--- src/rtl/reg_writeback_pkg.sv ---
// Shared constants, types and helpers for the writeback stage.
package reg_writeback_pkg;

  localparam int NREGS        = 16;
  localparam int IDX_W        = 4;   // regnum bits that select a register
  localparam int REGNUM_W     = 6;
  localparam int WORD_W       = 16;
  localparam int LD_DEPTH_DEF = 2;

  // Processor state encoding for "halted".
  localparam logic [2:0] STATE_HALTED = 3'd2;

  // One returned load as it sits in the load-return FIFO.
  typedef struct packed {
    logic [REGNUM_W-1:0] regnum;
    logic [WORD_W-1:0]   data;
  } ld_entry_t;

  localparam int LD_ENTRY_W = $bits(ld_entry_t);

  // Register-file write port chosen for the load path this cycle.
  typedef enum logic [1:0] {
    PORT_NONE = 2'd0,
    PORT_A    = 2'd1,
    PORT_B    = 2'd2,
    PORT_D    = 2'd3
  } port_sel_t;

  // Free-port search: d first, then b, then a.
  function automatic port_sel_t pick_free_port(input logic a_busy,
                                               input logic b_busy,
                                               input logic d_busy);
    port_sel_t sel;
    sel = PORT_NONE;
    if (!a_busy) sel = PORT_A;
    if (!b_busy) sel = PORT_B;
    if (!d_busy) sel = PORT_D;
    return sel;
  endfunction

  // One-hot scoreboard mask for a register index.
  function automatic logic [NREGS-1:0] reg_onehot(input logic [IDX_W-1:0] idx);
    logic [NREGS-1:0] v;
    v      = '0;
    v[idx] = 1'b1;
    return v;
  endfunction

endpackage

--- src/rtl/reg_writeback_fifo.sv ---
// Load-return FIFO: DEPTH entries of {regnum, data}, synchronous reset.
// A push into a full FIFO is only taken when a pop happens in the same cycle.
module wb_load_fifo
  import reg_writeback_pkg::*;
#(
  parameter int DEPTH = 2
) (
  input  logic                  clk,
  input  logic                  rst,
  input  logic                  push,
  input  logic                  pop,
  input  logic [LD_ENTRY_W-1:0] wr_entry,
  output logic [LD_ENTRY_W-1:0] rd_entry,
  output logic                  full,
  output logic                  empty
);

  localparam int PTR_W = $clog2(DEPTH);
  localparam logic [PTR_W:0] PTR_ONE = {{PTR_W{1'b0}}, 1'b1};

  logic [LD_ENTRY_W-1:0] mem [DEPTH];
  logic [PTR_W:0]        wr_ptr;
  logic [PTR_W:0]        rd_ptr;
  logic                  do_push;
  logic                  do_pop;

  // Extra pointer bit distinguishes full from empty.
  assign empty    = (wr_ptr == rd_ptr);
  assign full     = (wr_ptr[PTR_W] != rd_ptr[PTR_W]) &&
                    (wr_ptr[PTR_W-1:0] == rd_ptr[PTR_W-1:0]);
  assign do_pop   = pop & ~empty;
  assign do_push  = push & (~full | do_pop);
  assign rd_entry = mem[rd_ptr[PTR_W-1:0]];

  // Pointer update; reset discards any stored entries.
  always_ff @(posedge clk) begin
    if (rst) begin
      wr_ptr <= '0;
      rd_ptr <= '0;
    end else begin
      if (do_push) wr_ptr <= wr_ptr + PTR_ONE;
      if (do_pop)  rd_ptr <= rd_ptr + PTR_ONE;
    end
  end

  // Storage write; contents are only meaningful between pointers.
  always_ff @(posedge clk) begin
    if (do_push) mem[wr_ptr[PTR_W-1:0]] <= wr_entry;
  end

endmodule

--- src/rtl/reg_writeback.sv ---
// Writeback stage in front of the register file write ports.
// Execute bundles (slots a/b/d) go straight to ports a/b/d one cycle later.
// Returned loads take whichever port execute leaves free (d, then b, then a),
// at most one per cycle, via a small FIFO or a same-cycle bypass.
// A per-register pending-load scoreboard stalls execute on WAW hazards.
//
// Handshakes: a transfer happens on a cycle where valid and ready are both 1.
// ready never depends on valid; the sender holds its payload stable while
// valid is high and ready is low. ex_ready and ld_ready are combinational.
module reg_writeback
  import reg_writeback_pkg::*;
#(
  parameter int LD_DEPTH = LD_DEPTH_DEF
) (
  input  logic                clk,
  input  logic                rst,
  input  logic [2:0]          state,
  input  logic                ex_valid,
  output logic                ex_ready,
  input  logic                ex_a_we,
  input  logic [REGNUM_W-1:0] ex_a_regnum,
  input  logic [WORD_W-1:0]   ex_a_data,
  input  logic                ex_b_we,
  input  logic [REGNUM_W-1:0] ex_b_regnum,
  input  logic [WORD_W-1:0]   ex_b_data,
  input  logic                ex_d_we,
  input  logic [REGNUM_W-1:0] ex_d_regnum,
  input  logic [WORD_W-1:0]   ex_d_data,
  input  logic                ld_issue,
  input  logic [REGNUM_W-1:0] ld_issue_regnum,
  output logic                ld_issue_ready,
  input  logic                ld_valid,
  output logic                ld_ready,
  input  logic [REGNUM_W-1:0] ld_regnum,
  input  logic [WORD_W-1:0]   ld_data,
  output logic [NREGS-1:0]    pend,
  output logic [REGNUM_W-1:0] rega_wregnum,
  output logic [WORD_W-1:0]   rega_wdata,
  output logic                rega_we,
  output logic [REGNUM_W-1:0] regb_wregnum,
  output logic [WORD_W-1:0]   regb_wdata,
  output logic                regb_we,
  output logic [REGNUM_W-1:0] regd_wregnum,
  output logic [WORD_W-1:0]   regd_wdata,
  output logic                regd_we
);

  logic                  halted;
  logic                  hazard;
  logic                  ex_acc;
  logic                  a_busy;
  logic                  b_busy;
  logic                  d_busy;
  logic                  fifo_push;
  logic                  fifo_pop;
  logic                  fifo_full;
  logic                  fifo_empty;
  logic [LD_ENTRY_W-1:0] fifo_head_bits;
  ld_entry_t             fifo_head;
  ld_entry_t             ld_in;
  ld_entry_t             ld_src;
  logic                  ld_src_valid;
  logic                  ld_go;
  port_sel_t             ld_port;
  logic [IDX_W-1:0]      src_idx;
  logic                  ex_hits_load;
  logic [NREGS-1:0]      pend_set;
  logic [NREGS-1:0]      pend_clr;
  logic                  unused_regnum_hi;

  // Only the low index bits address the scoreboard.
  assign unused_regnum_hi = ^ld_issue_regnum[REGNUM_W-1:IDX_W];

  assign halted         = (state == STATE_HALTED);
  assign ld_issue_ready = ~pend[ld_issue_regnum[IDX_W-1:0]];
  assign ld_ready       = ~fifo_full;
  assign ld_in          = {ld_regnum, ld_data};
  assign fifo_head      = fifo_head_bits;

  // Execute acceptance: stall when halted or when any written slot targets
  // a register with a load still outstanding.
  always_comb begin
    hazard = (ex_a_we & pend[ex_a_regnum[IDX_W-1:0]]) |
             (ex_b_we & pend[ex_b_regnum[IDX_W-1:0]]) |
             (ex_d_we & pend[ex_d_regnum[IDX_W-1:0]]);
    ex_ready = ~halted & ~hazard;
    ex_acc   = ex_valid & ex_ready;
    a_busy   = ex_acc & ex_a_we;
    b_busy   = ex_acc & ex_b_we;
    d_busy   = ex_acc & ex_d_we;
  end

  // Load port allocation: FIFO head first, else bypass the incoming load.
  always_comb begin
    ld_src       = fifo_empty ? ld_in : fifo_head;
    ld_src_valid = ~halted & (fifo_empty ? (ld_valid & ld_ready) : 1'b1);
    ld_port      = pick_free_port(a_busy, b_busy, d_busy);
    ld_go        = ld_src_valid & (ld_port != PORT_NONE);
    fifo_pop     = ld_go & ~fifo_empty;
    fifo_push    = ld_valid & ld_ready & ~(ld_go & fifo_empty);
    src_idx      = ld_src.regnum[IDX_W-1:0];
    ex_hits_load = ld_go & ((a_busy & (ex_a_regnum[IDX_W-1:0] == src_idx)) |
                            (b_busy & (ex_b_regnum[IDX_W-1:0] == src_idx)) |
                            (d_busy & (ex_d_regnum[IDX_W-1:0] == src_idx)));
  end

  // Scoreboard masks: issue sets, load write-out clears.
  always_comb begin
    pend_set = ld_issue ? reg_onehot(ld_issue_regnum[IDX_W-1:0]) : '0;
    pend_clr = ld_go ? reg_onehot(src_idx) : '0;
  end

  wb_load_fifo #(
    .DEPTH (LD_DEPTH)
  ) u_fifo (
    .clk      (clk),
    .rst      (rst),
    .push     (fifo_push),
    .pop      (fifo_pop),
    .wr_entry (ld_in),
    .rd_entry (fifo_head_bits),
    .full     (fifo_full),
    .empty    (fifo_empty)
  );

  // Scoreboard register; a set and a clear of the same register keeps it set.
  always_ff @(posedge clk) begin
    if (rst) pend <= '0;
    else     pend <= (pend & ~pend_clr) | pend_set;
  end

  // Port a output register: execute slot a, else a load routed here.
  always_ff @(posedge clk) begin
    if (rst) begin
      rega_we      <= 1'b0;
      rega_wregnum <= '0;
      rega_wdata   <= '0;
    end else begin
      rega_we <= a_busy | (ld_go & (ld_port == PORT_A));
      if (a_busy) begin
        rega_wregnum <= ex_a_regnum;
        rega_wdata   <= ex_a_data;
      end else if (ld_go && ld_port == PORT_A) begin
        rega_wregnum <= ld_src.regnum;
        rega_wdata   <= ld_src.data;
      end
    end
  end

  // Port b output register: execute slot b, else a load routed here.
  always_ff @(posedge clk) begin
    if (rst) begin
      regb_we      <= 1'b0;
      regb_wregnum <= '0;
      regb_wdata   <= '0;
    end else begin
      regb_we <= b_busy | (ld_go & (ld_port == PORT_B));
      if (b_busy) begin
        regb_wregnum <= ex_b_regnum;
        regb_wdata   <= ex_b_data;
      end else if (ld_go && ld_port == PORT_B) begin
        regb_wregnum <= ld_src.regnum;
        regb_wdata   <= ld_src.data;
      end
    end
  end

  // Port d output register: execute slot d, else a load routed here.
  always_ff @(posedge clk) begin
    if (rst) begin
      regd_we      <= 1'b0;
      regd_wregnum <= '0;
      regd_wdata   <= '0;
    end else begin
      regd_we <= d_busy | (ld_go & (ld_port == PORT_D));
      if (d_busy) begin
        regd_wregnum <= ex_d_regnum;
        regd_wdata   <= ex_d_data;
      end else if (ld_go && ld_port == PORT_D) begin
        regd_wregnum <= ld_src.regnum;
        regd_wdata   <= ld_src.data;
      end
    end
  end

  // A load to Rn must never share a write cycle with an execute write to Rn.
  a_no_waw: assert property (@(posedge clk) disable iff (rst) !ex_hits_load);

  // A second load to a register with one outstanding is not allowed.
  a_issue_legal: assert property (@(posedge clk) disable iff (rst)
                                  !(ld_issue && !ld_issue_ready));

endmodule

--- config.mk ---
export PLATFORM = sky130hd
export DESIGN_NAME = reg_writeback
export DESIGN_NICKNAME = d
export VERILOG_FILES = /design/src/rtl/reg_writeback_pkg.sv /design/src/rtl/reg_writeback_fifo.sv /design/src/rtl/reg_writeback.sv
export SDC_FILE = /design/constraint.sdc
export NUM_CORES = 1
export LEC_CHECK = 0
export CAP_MARGIN = 30
export CORE_MARGIN = 3
export CORE_UTILIZATION = 45
export CTS_CLUSTER_SIZE = 10
export DETAILED_ROUTE_END_ITERATION = 10
export PLACE_DENSITY = 0.76
export SLEW_MARGIN = 20
export SYNTH_ARGS = -nofsm -noshare
export SYNTH_HDL_FRONTEND = slang
export SYNTH_SLANG_ARGS = --single-unit
--- constraint.sdc ---
create_clock -name clk -period 3.73 [get_ports clk]
set_input_delay 0.373 -clock clk [delete_from_list [all_inputs] [get_ports clk]]
set_output_delay 0.373 -clock clk [all_outputs]
set_load 0.05 [all_outputs]
==> results.json, run 1 <==
{
  "avgSynthCellArea_um2": 10.45,
  "port_buffers": 190,
  "post_cts_buffers": 0,
  "drive_above_1_share": 0.1178,
  "path_clk_slew_ns": 0.06,
  "cts_sinks": 134,
  "first_iter_violations": 612,
  "hp-start": "rst",
  "critPathKind": "input pin to primary output",
  "cts_tree": "yes",
  "use_met3": 0.05125,
  "wl_um": 21000,
  "cts_buffers": 17,
  "busiest_layer": "met2",
  "grt_max_degree": 87,
  "rsz0062_at_grt": "no",
  "die_w_um": 127.7,
  "fin_cells": 1013,
  "ys_ff_latch": 134,
  "synth_edf_count": 44,
  "p_leak_nw": 3.269,
  "grt_use_met2": 0.3958,
  "clkLatencyLatePin_ns": 0.41,
  "min_period_ns": 3.388,
  "rows": 43,
  "slew_headroom": 0.4840,
  "gp_congestion": 0.8932,
  "layout_commonest_cell": "clkdlybuf4s50_1",
  "holdPathStages": 2,
  "firstDrtPassIters": 5,
  "area_growth_pct": 38.78,
  "hold_violations": 0,
  "grt_util_all_layers": 0.2503,
  "path_cells": "clkdlybuf4s50_1 > mux4_2 > mux4_2 > inv_1 > clkdlybuf4s50_1",
  "vias_per_cell": 5.936,
  "critPathCaptureType": "primary output",
  "placedCellCount": 979,
  "fin_crit_sh": 0.9084,
  "cts-root-buf": "clkbuf_16",
  "dieArea_mm2": 0.01631,
  "cap_violations": 0,
  "cts-resized-gates": 0,
  "final_nets": 924,
  "path_delay_family": "buffers and inverters",
  "status": "completed",
  "total_power_w": 0.006823,
  "core_mm2": 0.01420,
  "vias": 6013,
  "r2r-end": "pend[13]",
  "grt_overflow": 0,
  "finalMaxSlewViolations": 0,
  "crit_required_ns": 3.36,
  "fmax_ghz": 0.2951,
  "crit_slowest_cell": "clkdlybuf4s50_1",
  "mostFrequentLayoutCells": "clkdlybuf4s50_1 (188), dfxtp_1 (90), nor2_1 (81), mux2i_1 (51), inv_1 (50)",
  "clock_skew_ns": 0.008948,
  "startpoint_type": "input pin",
  "fin_area_mm2": 0.009251,
  "critPathBufInv": 3,
  "hpwl_um": 15520,
  "hp-class": "input pin to flip-flop",
  "syn_nets": 743,
  "htree_levels": 4,
  "io_pins": 193,
  "irDropWorstVdd_v": 0.0004354,
  "syn-cell-area_mm2": 0.006666,
  "reg2reg_depth": 8,
  "tightest_slew_ns": 0.7721,
  "slowest_delay_ns": 0.80,
  "power_density_mw_per_mm2": 737.6,
  "dpl_cell_area_mm2": 0.008635,
  "postRouteAntennaNets": 0,
  "grt_pass1_wl_um": 31790,
  "ys_warn_count": 0,
  "critPathArrivalTime_ns": 3.02,
  "fin_setup_tns_ns": 0,
  "async_flop_share": 0,
  "use_met1": 0.3459,
  "clockBufferDepth": 2,
  "r2r-start": "u_fifo.wr_ptr[0]",
  "seq_area_frac_synth": 0.4685,
  "ff2ff_setup_slack_ns": 0.84,
  "postCtsHoldBufs": 0,
  "netlist_instances": 638,
  "antenna_found_initial": 1,
  "finalSetupViolations": 0,
  "drc": 0,
  "yosys_most_used_dff": "dfxtp_1",
  "wl_per_cell_um": 20.73,
  "grt_pass1_vias": 5791,
  "dieHeight_um": 127.7,
  "synth_cell_types": 63,
  "cp_max_fo": 9,
  "hold_end": "u_fifo.rd_ptr[0]",
  "start_util": 0.4693
}
[report_power, final]
| part | internal (W) | switching [W] | leakage, nW |
|---|---|---|---|
| Sequential | 0.00185 | 0.000154 | 1.15 |
| Combinational | 0.00104 | 0.00211 | 1.84 |
| Clock | 0.00105 | 0.000622 | 0.283 |
[area by class of cell]
cell class,instances,area [um^2]
antenna,1,2.502
clock buffer,19,432.9
clock inverter,13,153.9
fill,1128,4952
inverter,50,187.7
multi-input combinational,408,3062
sequential,134,3123
tap,180,225.2
timing repair buffer,208,2064
[sequential cells by signal, summed over array words and instances (netlist names), named ones only]
signal,flops
pend,16
regb_we,1
rega_wdata,16
regb_wregnum,6
regd_wdata,16
u_fifo.wr_ptr,2
u_fifo.rd_ptr,2
regd_we,1
rega_wregnum,6
regb_wdata,16
rega_we,1
u_fifo.mem,44
regd_wregnum,6
[layer usage]
| layer | up-vias | part of all wire |
|---|---|---|
| li1 | 2753 | - |
| met1 | 2938 | 0.43 |
| met2 | 282 | 0.47 |
| met3 | 40 | 0.076 |
| met4 | 0 | 0.019 |
| met5 | - | 0 |
[worst max path at each step]
stage                        from               end  slack [ns]  cells past startpoint
2_1_floorplan            pend[15]  u_fifo.mem[0][0]        0.35                      6
3_3_place_gp       ex_a_regnum[1]  u_fifo.mem[0][3]        0.38                      9
3_5_place_dp       ex_a_regnum[1]  u_fifo.mem[0][9]        0.34                      9
4_1_cts        ld_issue_regnum[0]    ld_issue_ready        0.34                      5
5_1_grt        ld_issue_regnum[0]    ld_issue_ready        0.27                      5
6_report       ld_issue_regnum[0]    ld_issue_ready        0.34                      5
[per-stage QoR]
stage,worst slack [ns],util,hold WS (ns)
6_report,0.3418,0.6513,0.3143
5_1_grt,0.2713,0.6513,0.3297
4_1_cts,0.3414,0.6492,0.4647
3_5_place_dp,0.3360,0.6079,0.4563
3_3_place_gp,0.3752,0.6079,0.4464
2_1_floorplan,0.3452,-,0.4719
[worst reg2reg max path, cell delays in order, from the launching register on]
cell and delay (ns):
dfxtp_1 0.35, xnor2_1 0.56, nand2_1 0.15, buf_4 0.32, mux2_2 0.46, nor2_1 0.25, nand2_1 0.12, o311ai_0 0.35
o21ai_0 0.18
[cell families (layout without fill, tap and decap cells)]
logic type | count (synthesis) | count (layout) | share of synthesized area
other | 0 | 1 | 0
AOI/OAI and AO/OA | 172 | 172 | 0.1991
DFF | 134 | 134 | 0.4685
and+or+nand+nor | 165 | 165 | 0.1284
xor gates and xnor gates | 2 | 2 | 0.002628
muxes | 69 | 69 | 0.1265
buffers and inverters | 96 | 290 | 0.07488
[cell usage after synthesis, drive strengths merged, types with 2 or more instances]
| cell | count | share of area |
|---|---|---|
| nor4b | 2 | 0.0026 |
| clkbuf | 25 | 0.025 |
| nor4 | 5 | 0.0069 |
| dfxtp | 90 | 0.27 |
| nand3 | 9 | 0.011 |
| o211ai | 2 | 0.0023 |
| xnor2 | 2 | 0.0026 |
| nand2b | 3 | 0.0028 |
| a2111oi | 12 | 0.017 |
| buf | 20 | 0.021 |
| edfxtp | 44 | 0.20 |
| nand3b | 5 | 0.0056 |
| nor3 | 15 | 0.013 |
| nor3b | 3 | 0.0034 |
| o2111ai | 2 | 0.0062 |
| inv | 50 | 0.028 |
| nor2 | 83 | 0.047 |
| a311oi | 2 | 0.0026 |
| a21oi | 28 | 0.021 |
| a31oi | 4 | 0.0038 |
| a32o | 2 | 0.0030 |
| mux2i | 51 | 0.077 |
| nand4 | 2 | 0.0028 |
| or3 | 10 | 0.0094 |
| o21ai | 21 | 0.016 |
| nand4b | 5 | 0.0066 |
| and3 | 3 | 0.0028 |
| o311ai | 9 | 0.012 |
| mux4 | 11 | 0.038 |
| o22ai | 21 | 0.020 |
| mux2 | 7 | 0.012 |
| nor2b | 4 | 0.0038 |
| a22oi | 4 | 0.0045 |
| a211oi | 53 | 0.074 |
| o32ai | 7 | 0.0092 |
| nand2 | 14 | 0.0079 |
Power figures use the tool's default switching activity.
==> inputs of run 2 (changes only) <==
--- a/config.mk
+++ b/config.mk
@@ -10,7 +10,7 @@
 export CORE_UTILIZATION = 45
 export CTS_CLUSTER_SIZE = 10
 export DETAILED_ROUTE_END_ITERATION = 10
-export PLACE_DENSITY = 0.76
+export PLACE_DENSITY = 0.79
 export SLEW_MARGIN = 20
 export SYNTH_ARGS = -nofsm -noshare
 export SYNTH_HDL_FRONTEND = slang
==> constraint.sdc (replaced) <==
create_clock -name clk -period 4.17 [get_ports clk]
set_input_delay 0.417 -clock clk [delete_from_list [all_inputs] [get_ports clk]]
set_output_delay 0.417 -clock clk [all_outputs]
set_load 0.05 [all_outputs]
==> results.json, run 2 (synthesis gave the netlist of run 1 again) <==
{
  "cts_buffers": 17,
  "switching_power_w": 0.002593,
  "grt_max_degree": 87,
  "fin_setup_tns_ns": 0,
  "finalMaxSlewViolations": 0,
  "slowest_delay_ns": 0.82,
  "core_mm2": 0.01420,
  "swShare": 0.4251,
  "crit_required_ns": 3.75,
  "firstDrtPassIters": 5,
  "rsz0062_at_grt": "no",
  "critPathCaptureType": "primary output",
  "vias": 5911,
  "reg2reg_depth": 8,
  "status": "completed",
  "whs_ns": 0.3628,
  "dp_slack_ns": 0.4902,
  "start_util": 0.4693,
  "dieHeight_um": 127.7,
  "tightest_slew_ns": 0.7407,
  "layout_commonest_cell": "clkdlybuf4s50_1",
  "cts-root-buf": "clkbuf_16",
  "grt_overflow": 0,
  "vias_per_cell": 5.858,
  "cts_sinks": 134,
  "grt_pass1_wl_um": 31860,
  "holdPathStages": 2,
  "clock_skew_ns": 0.008216,
  "fill_cells": 1115,
  "clockBufferDepth": 2,
  "cp_max_fo": 7,
  "startpoint_type": "input pin",
  "io_pins": 193,
  "r2r-start": "u_fifo.wr_ptr[0]",
  "fmax_ghz": 0.2700,
  "p_leak_nw": 3.267,
  "clkLatencyLatePin_ns": 0.42,
  "post_cts_buffers": 0,
  "cts_tree": "yes",
  "hp-start": "rst",
  "path_cells": "clkdlybuf4s50_1 > mux4_2 > o211ai_1 > nand3_2 > nor2_1 > clkdlybuf4s50_1",
  "p_clk_frac": 0.248,
  "antenna_found_initial": 0,
  "diodes": 0,
  "first_iter_violations": 638,
  "area_growth_pct": 38.57,
  "hold_violations": 0,
  "port_buffers": 190,
  "rows": 43,
  "irDropWorstVdd_v": 0.0003452,
  "fin_crit_sh": 0.8881,
  "wl_per_cell_um": 20.77,
  "hpwl_um": 15130,
  "p_int_w": 0.003507,
  "crit_slowest_cell": "clkdlybuf4s50_1",
  "grt_pass1_vias": 5772,
  "die_w_um": 127.7,
  "cts-resized-gates": 0,
  "gp_congestion": 0.8647,
  "min_period_ns": 3.703,
  "final_nets": 921,
  "setup_slack_ns": 0.4666,
  "critPathKind": "input pin to primary output",
  "slew_headroom": 0.5057,
  "wl_um": 20960,
  "drc": 0,
  "path_clk_slew_ns": 0.05,
  "crit_start": "ex_d_regnum[0]",
  "critPathArrivalTime_ns": 3.29,
  "cap_violations": 0,
  "postCtsHoldBufs": 0,
  "largest_register_ffs": 44,
  "multi_input_area_mm2": 0.003062,
  "hp-class": "input pin to flip-flop",
  "p_comb_frac": 0.458,
  "grt_util_all_layers": 0.2519,
  "drive_above_1_share": 0.1170,
  "finalSetupViolations": 0,
  "total_power_w": 0.006100,
  "postRouteAntennaNets": 0,
  "power_density_mw_per_mm2": 660.3,
  "ff_latch_area_mm2": 0.003123,
  "pwr-share-seq": 0.294,
  "crit_top_cell": "clkdlybuf4s50_1",
  "dieArea_mm2": 0.01631,
  "mostFrequentLayoutCells": "clkdlybuf4s50_1 (189), dfxtp_1 (90), nor2_1 (81), mux2i_1 (51), inv_1 (50)",
  "htree_levels": 4
}
==> run 2: changes by cell type in the layout (fill, tap and decap cells not counted) <==
cell	delta
buf_12	-1
buf_4	-3
bufinv_16	-2
clkbuf_1	-1
clkbuf_16	+2
clkbuf_8	+3
clkdlybuf4s50_1	+1
clkinv_1	-2
clkinv_4	+1
clkinvlp_4	-1
diode_2	-1
==> run 2: stage by stage <==
step                      cells  area (um^2)    util
after floorplan             638         6666       -
after CTS                  1008         9210  0.6484
after global placement      976         8602  0.6056
after global routing       1009         9238  0.6504
after detailed placement    976         8602  0.6056
final                      1009         9238  0.6504
==> run 2: per-layer routing <==
layer  vias to the layer above  share of wire  wire length [um]  GRT usage
li1                       2753              -                 -          -
met1                      2800           0.43              8927     0.3535
met2                       315           0.46              9729     0.3911
met3                        43          0.086              1805    0.04917
met4                         0          0.023               492    0.08864
met5                         -              0                 0          0
==> run 2: worst paths after layout <==
| kind | to | slack (ns) |
|---|---|---|
| worst max register to register | regb_wdata[0] | 1.26 |
| worst min-delay path | flip-flop | 0.36 |
| worst max-delay path | ex_ready | 0.47 |
| worst min register to register | rega_wdata[3] | 0.46 |
==> run 2: final cells by class <==
class,instances,area share
sequential,134,0.3381
clock inverter,9,0.009481
multi-input combinational,408,0.3314
tap,180,0.02438
clock buffer,23,0.05635
timing repair buffer,205,0.2200
inverter,50,0.02032
==> run 2: critical path, delay by kind of cell <==
family                 cells  cell delay (ns)
and+or+nand+nor            2             0.39
AOI/OAI and AO/OA          1             0.38
muxes                      1             0.55
buffers and inverters      2             1.55
==> run 2: power groups by stage <==
stage	clock, W	combinational (W)	sequential, W
after floorplan	0	0.00131	0.00229
after global placement	0	0.00270	0.00179
after detailed placement	0	0.00274	0.00181
after CTS	0.00153	0.00276	0.00179
after global routing	0.00158	0.00296	0.00182
final	0.00152	0.00279	0.00179
